`src/rtl/updown_bcd_scan_pkg.sv`:
```
// rtl/updown_bcd_scan_pkg.sv - shared BCD types, segment patterns and direction codes
package updown_pkg;

    typedef logic [3:0] bcd_t;

    // Segment patterns, bit 0 = a ... bit 6 = g, active-high
    localparam logic [6:0] SEG_0     = 7'h3F;
    localparam logic [6:0] SEG_1     = 7'h06;
    localparam logic [6:0] SEG_2     = 7'h5B;
    localparam logic [6:0] SEG_3     = 7'h4F;
    localparam logic [6:0] SEG_4     = 7'h66;
    localparam logic [6:0] SEG_5     = 7'h6D;
    localparam logic [6:0] SEG_6     = 7'h7D;
    localparam logic [6:0] SEG_7     = 7'h07;
    localparam logic [6:0] SEG_8     = 7'h7F;
    localparam logic [6:0] SEG_9     = 7'h6F;
    localparam logic [6:0] SEG_BLANK = 7'h00;

    localparam logic UP   = 1'b1;
    localparam logic DOWN = 1'b0;

    // Non-decimal nibbles are forced to zero on load
    function automatic bcd_t bcd_clean(bcd_t d);
        return (d > 4'd9) ? 4'd0 : d;
    endfunction

endpackage

```
`src/rtl/updown_bcd_scan_if.sv`:
```
// rtl/updown_bcd_scan_if.sv - control and display bundle for the BCD scan counter
interface updown_bcd_scan_if #(
    parameter int DIGITS = 4
);
    logic                  en;
    logic                  ud;
    logic                  sat;
    logic                  load;
    logic [4*DIGITS-1:0]   load_val;
    logic [4*DIGITS-1:0]   count;
    logic                  tc;
    logic [6:0]            seg;
    logic [DIGITS-1:0]     digit;

    modport master (
        output en, ud, sat, load, load_val,
        input  count, tc, seg, digit
    );

    modport slave (
        input  en, ud, sat, load, load_val,
        output count, tc, seg, digit
    );
endinterface

```
`src/rtl/updown_bcd_scan_seg7_decode.sv`:
```
// rtl/updown_bcd_scan_seg7_decode.sv - BCD nibble to 7-segment pattern
module seg7_decode
    import updown_pkg::*;
(
    input  bcd_t       nibble,
    output logic [6:0] seg
);

    always_comb begin
        seg = SEG_BLANK;
        case (nibble)
            4'd0:    seg = SEG_0;
            4'd1:    seg = SEG_1;
            4'd2:    seg = SEG_2;
            4'd3:    seg = SEG_3;
            4'd4:    seg = SEG_4;
            4'd5:    seg = SEG_5;
            4'd6:    seg = SEG_6;
            4'd7:    seg = SEG_7;
            4'd8:    seg = SEG_8;
            4'd9:    seg = SEG_9;
            default: seg = SEG_BLANK;
        endcase
    end

endmodule

```
`src/rtl/updown_bcd_scan.sv`:
```
// rtl/updown_bcd_scan.sv - multi-digit BCD up/down counter with multiplexed 7-segment scan
module updown_bcd_scan
    import updown_pkg::*;
#(
    parameter int DIGITS   = 4,
    parameter int SCAN_DIV = 16
) (
    input  logic               clk,
    input  logic               rst,
    updown_bcd_scan_if.slave   bus
);

    localparam int IDX_W = (DIGITS > 1) ? $clog2(DIGITS) : 1;
    localparam int CNT_W = (SCAN_DIV > 1) ? $clog2(SCAN_DIV) : 1;

    logic [4*DIGITS-1:0] count_r;
    logic [4*DIGITS-1:0] step_val;
    logic [4*DIGITS-1:0] load_clean;
    bcd_t                digit_arr [DIGITS];
    logic                tc_r;
    logic                boundary;

    // Ripple chain: a digit moves only when every lower digit sits at its edge value
    for (genvar i = 0; i < DIGITS; i++) begin : g_digit
        bcd_t d;
        bcd_t nd;
        logic cin;
        logic cout;
        logic at_edge;

        if (i == 0) begin : g_lsd
            assign cin = 1'b1;
        end else begin : g_upper
            assign cin = g_digit[i-1].cout;
        end

        assign d       = count_r[4*i +: 4];
        assign at_edge = (bus.ud == UP) ? (d == 4'd9) : (d == 4'd0);
        assign cout    = cin & at_edge;

        always_comb begin
            nd = d;
            if (cin) begin
                if (at_edge)
                    nd = (bus.ud == UP) ? 4'd0 : 4'd9;
                else
                    nd = (bus.ud == UP) ? d + 4'd1 : d - 4'd1;
            end
        end

        assign step_val[4*i +: 4]   = nd;
        assign load_clean[4*i +: 4] = bcd_clean(bus.load_val[4*i +: 4]);
        assign digit_arr[i]         = d;
    end

    assign boundary = g_digit[DIGITS-1].cout;

    always_ff @(posedge clk) begin
        if (rst) begin
            count_r <= '0;
            tc_r    <= 1'b0;
        end else if (bus.load) begin
            count_r <= load_clean;
            tc_r    <= 1'b0;
        end else if (bus.en) begin
            tc_r <= boundary;
            if (!(boundary && bus.sat))
                count_r <= step_val;
        end else begin
            tc_r <= 1'b0;
        end
    end

    logic [CNT_W-1:0]  scan_cnt;
    logic [IDX_W-1:0]  scan_idx;
    logic [IDX_W-1:0]  idx_next;
    logic              scan_wrap;
    bcd_t              sel_nibble;
    logic [6:0]        seg_next;
    logic [6:0]        seg_r;
    logic [DIGITS-1:0] digit_r;

    assign scan_wrap = (scan_cnt == CNT_W'(SCAN_DIV - 1));

    always_comb begin
        idx_next = scan_idx;
        if (scan_wrap)
            idx_next = (scan_idx == IDX_W'(DIGITS - 1)) ? '0 : scan_idx + IDX_W'(1);
    end

    // Decoding at the upcoming index keeps seg and digit describing the same position
    assign sel_nibble = digit_arr[idx_next];

    seg7_decode u_seg7_decode (
        .nibble (sel_nibble),
        .seg    (seg_next)
    );

    always_ff @(posedge clk) begin
        if (rst) begin
            scan_cnt <= '0;
            scan_idx <= '0;
            digit_r  <= DIGITS'(1);
            seg_r    <= SEG_0;
        end else begin
            scan_cnt <= scan_wrap ? '0 : scan_cnt + CNT_W'(1);
            scan_idx <= idx_next;
            digit_r  <= DIGITS'(1) << idx_next;
            seg_r    <= seg_next;
        end
    end

    assign bus.count = count_r;
    assign bus.tc    = tc_r;
    assign bus.seg   = seg_r;
    assign bus.digit = digit_r;

endmodule

```
`src/flat_wrapper.sv`:
```
// flat-port wrapper written by rule: the top's interface ports become plain ports
module updown_bcd_scan_flat import updown_pkg::*;
#(
    parameter int DIGITS   = 4,
    parameter int SCAN_DIV = 16
)
  (clk, rst, bus_en, bus_ud, bus_sat, bus_load, bus_load_val, bus_count, bus_tc, bus_seg, bus_digit);
  updown_bcd_scan_if #(.DIGITS(DIGITS)) bus_i ();
  input  logic clk;
  input  logic rst;
  input wire logic [$bits(bus_i.en)-1:0] bus_en;
  input wire logic [$bits(bus_i.ud)-1:0] bus_ud;
  input wire logic [$bits(bus_i.sat)-1:0] bus_sat;
  input wire logic [$bits(bus_i.load)-1:0] bus_load;
  input wire logic [$bits(bus_i.load_val)-1:0] bus_load_val;
  output wire logic [$bits(bus_i.count)-1:0] bus_count;
  output wire logic [$bits(bus_i.tc)-1:0] bus_tc;
  output wire logic [$bits(bus_i.seg)-1:0] bus_seg;
  output wire logic [$bits(bus_i.digit)-1:0] bus_digit;
  assign bus_i.en = bus_en;
  assign bus_i.ud = bus_ud;
  assign bus_i.sat = bus_sat;
  assign bus_i.load = bus_load;
  assign bus_i.load_val = bus_load_val;
  assign bus_count = bus_i.count;
  assign bus_tc = bus_i.tc;
  assign bus_seg = bus_i.seg;
  assign bus_digit = bus_i.digit;
  updown_bcd_scan #(.DIGITS(DIGITS), .SCAN_DIV(SCAN_DIV)) u_core (.clk(clk), .rst(rst), .bus(bus_i));
endmodule
```
`config.mk`:
```
export PLATFORM = sky130hd
export DESIGN_NAME = updown_bcd_scan_flat
export DESIGN_NICKNAME = d
export VERILOG_FILES = /design/src/rtl/updown_bcd_scan_pkg.sv /design/src/rtl/updown_bcd_scan_if.sv /design/src/rtl/updown_bcd_scan_seg7_decode.sv /design/src/rtl/updown_bcd_scan.sv /design/src/flat_wrapper.sv
export SDC_FILE = /design/constraint.sdc
export NUM_CORES = 1
export LEC_CHECK = 0
export ABC_CLOCK_PERIOD_IN_PS = 3450
export CELL_PAD_IN_SITES_DETAIL_PLACEMENT = 0
export CELL_PAD_IN_SITES_GLOBAL_PLACEMENT = 1
export CORE_ASPECT_RATIO = 0.7
export CORE_MARGIN = 4
export CORE_UTILIZATION = 38
export CTS_BUF_LIST = sky130_fd_sc_hd__clkbuf_4 sky130_fd_sc_hd__clkbuf_8 sky130_fd_sc_hd__clkbuf_16
export DETAILED_ROUTE_END_ITERATION = 7
export PLACE_DENSITY_LB_ADDON = 0.1
export SLEW_MARGIN = 20
export SYNTH_ARGS = -nofsm -noshare
export SYNTH_HDL_FRONTEND = slang
export SYNTH_SLANG_ARGS = --single-unit
export TNS_END_PERCENT = 10
```
`constraint.sdc`:
```
create_clock -name clk -period 3.45 [get_ports clk]
set_input_delay 0.5175 -clock clk [delete_from_list [all_inputs] [get_ports clk]]
set_output_delay 0.5175 -clock clk [all_outputs]
set_load 0.01 [all_outputs]
```
==> flow_summary.json <==
{
  "final_common_cell": "clkdlybuf4s50_1",
  "core_um2": 5900,
  "worstSetupPathType": "reg -> reg",
  "port_buffers": 49,
  "mostFrequentLayoutCells": "clkdlybuf4s50_1 (49), dfxtp_1 (34), mux2i_1 (27)",
  "whs_ns": 0.487,
  "clock.fmax_mhz": 352,
  "clockBufferDepth": 2,
  "async_flop_share": 0,
  "crit_path_cell_trace": "ha_1 > mux2i_1 > buf_4 > mux2i_1 > mux2i_1 > ha_1 > mux2_1 > a221o_1",
  "grt_pass1_wl_um": 10000,
  "min_path_type": "reg -> reg",
  "drv_cap": 0,
  "synth-edff-count": 0,
  "grt_antenna_before_repair": 0,
  "drv_slew": 0,
  "layout_min_cycle_time_ns": 2.84,
  "ioPinCount": 50,
  "cp_common_cell": "mux2i_1",
  "gp_congestion": 0.805,
  "clkTransAtPathRegs_ns": 0.07,
  "drt-initial-drc-count": 90,
  "postLayoutCoreUtil": 0.519,
  "synth_nets": 314,
  "fin_crit_sh": 0.823,
  "area_growth_pct": 28.3,
  "cts_resized": 0,
  "dieArea_um2": 7630,
  "skew_ns": 0.00637,
  "final-hold-violation-count": 0,
  "max_slew_margin": 0.541,
  "grt_pass1_vias": 2014,
  "crit_fanout": 7,
  "num_vias": 2166,
  "critical_path.slowest_cell": "ha_1",
  "seq_area_frac_synth": 0.285,
  "syn_area_um2": 2380,
  "diodes": 0,
  "route.detailed.drc": 0,
  "grt_max_degree": 21,
  "dieWidth_um": 103,
  "track_usage": 0.169,
  "cts-buffers-inserted": 5,
  "outcome": "finished, final reports clean",
  "clock-root-buffer": "clkbuf_8",
  "end_kind": "flip-flop",
  "synth-seq-cells": 34,
  "wl_met1_um": 3400,
  "viasPerCell": 5.43,
  "cts_tree": "built",
  "synthFlopType": "dfxtp_1",
  "syn_inst": 272,
  "fp-row-count": 23,
  "top_layer_used": "met4",
  "fin_tns_setup_ns": 0,
  "ir_worst_vdd_mv": 0.147,
  "postCtsSetupBuffers": 0,
  "startpoint_type": "flip-flop",
  "dp_hpwl_um": 4650,
  "setup_viol": 0,
  "firstDrtPassIters": 4,
  "total_power_mw": 1.09,
  "cts_hold_buf": 0,
  "syn_area_per_cell_um2": 8.77,
  "clkSinkCount": 34,
  "nNetsFinal": 365,
  "grt_overflow_total": 0,
  "wl_met3_um": 331,
  "antenna_left": 0,
  "rsz0062_at_grt": "no",
  "die_h_um": 74.3,
  "yosysWarnings": 0,
  "drive_gt1_frac": 0.0802,
  "cts_htree_levels": 2,
  "critPathMaxStageDelay_ns": 0.47,
  "ys_types": 54,
  "wl_um": 6170,
  "p_per_area_nw_per_um2": 356,
  "dr_wl_met2_um": 2410,
  "worst_pin_slew_ns": 0.683,
  "critPathArrivalTime_ns": 3.02,
  "wl_per_cell_um": 15.5,
  "leakage_nw": 1.25,
  "initial_utilization": 0.404,
  "clk_latency_ns": 0.29,
  "cp_data_required_time_ns": 3.63
}
state kept, by name (all words and copies together) (netlist names):
signal and count:
u_core.bus.count 16, u_core.bus.seg 7, u_core.bus.digit 4, u_core.scan_cnt 4
u_core.scan_idx 2, u_core.bus.tc 1
critical path: cells and delay by family, from the launching register on:
kind | cells | cell delay [ns]
mux | 4 | 1.13
fa+ha+maj | 2 | 0.76
flops | 1 | 0.36
compound gates | 1 | 0.29
buf+inv | 1 | 0.20
worst paths after layout:
kind / slack (ns) / depth (start not counted) / start / endpoint
worst min-delay path: 0.49 / 1 / u_core.scan_cnt[0]$_SDFF_PP0_ / u_core.scan_cnt[0]$_SDFF_PP0_
worst max-delay path: 0.61 / 8 / u_core.scan_idx[0]$_SDFF_PP0_ / u_core.bus.seg[4]$_SDFF_PP1_
worst max register to register: 0.61 / 8 / u_core.scan_idx[0]$_SDFF_PP0_ / u_core.bus.seg[4]$_SDFF_PP1_
worst min register to register: 0.49 / 1 / u_core.scan_cnt[0]$_SDFF_PP0_ / u_core.scan_cnt[0]$_SDFF_PP0_
through the flow:
stage               area, µm²  instances  setup slack [ns]
finish                   3060        399             0.609
global route             3060        399             0.396
CTS                      3060        399             0.620
detailed placement       2970        391             0.338
global placement         2970        391             0.319
floorplan                2380        272             0.992
cell families after synthesis:
group,after synthesis,share of synthesized area
AOI/OAI and AO/OA,61,0.177
muxes,31,0.138
buffers and inverters,26,0.0456
adders and majority gates,20,0.118
DFF,34,0.285
and+or+nand+nor,86,0.185
xor gates and xnor gates,14,0.0514
cell type report:
class	instances	area, µm²
inverters	14	52.6
well taps	75	93.8
clock buffers	7	90.1
fillers	567	2840
repair buffers	56	543
flip-flops and latches	34	681
clock inverters	1	5.00
multi-input cells	212	1600
report_power, final:
group          leakage, nW  switching [mW]  internal (mW)
combinational        0.922           0.156          0.158
sequential           0.279          0.0364          0.419
clock               0.0517           0.151          0.169
total                 1.25           0.343          0.746
metal layers:
metal	track usage	vias up
li1	-	1096
met1	0.256	1009
met2	0.242	56
met3	0.0375	5
met4	0.0393	0
met5	0	-
Yosys cell counts, drive strengths merged (6+ instances only):
| master | instances | area share |
|---|---|---|
| dfxtp | 34 | 0.29 |
| o21ai | 13 | 0.027 |
| and3 | 6 | 0.016 |
| a211oi | 9 | 0.028 |
| nor2 | 26 | 0.041 |
| nand2 | 12 | 0.019 |
| inv | 14 | 0.022 |
| ha | 16 | 0.084 |
| nor3 | 24 | 0.050 |
| a21oi | 12 | 0.025 |
| buf | 8 | 0.017 |
| xnor2 | 11 | 0.040 |
| mux2i | 29 | 0.13 |
No activity file was read; power rests on OpenSTA's default activity.
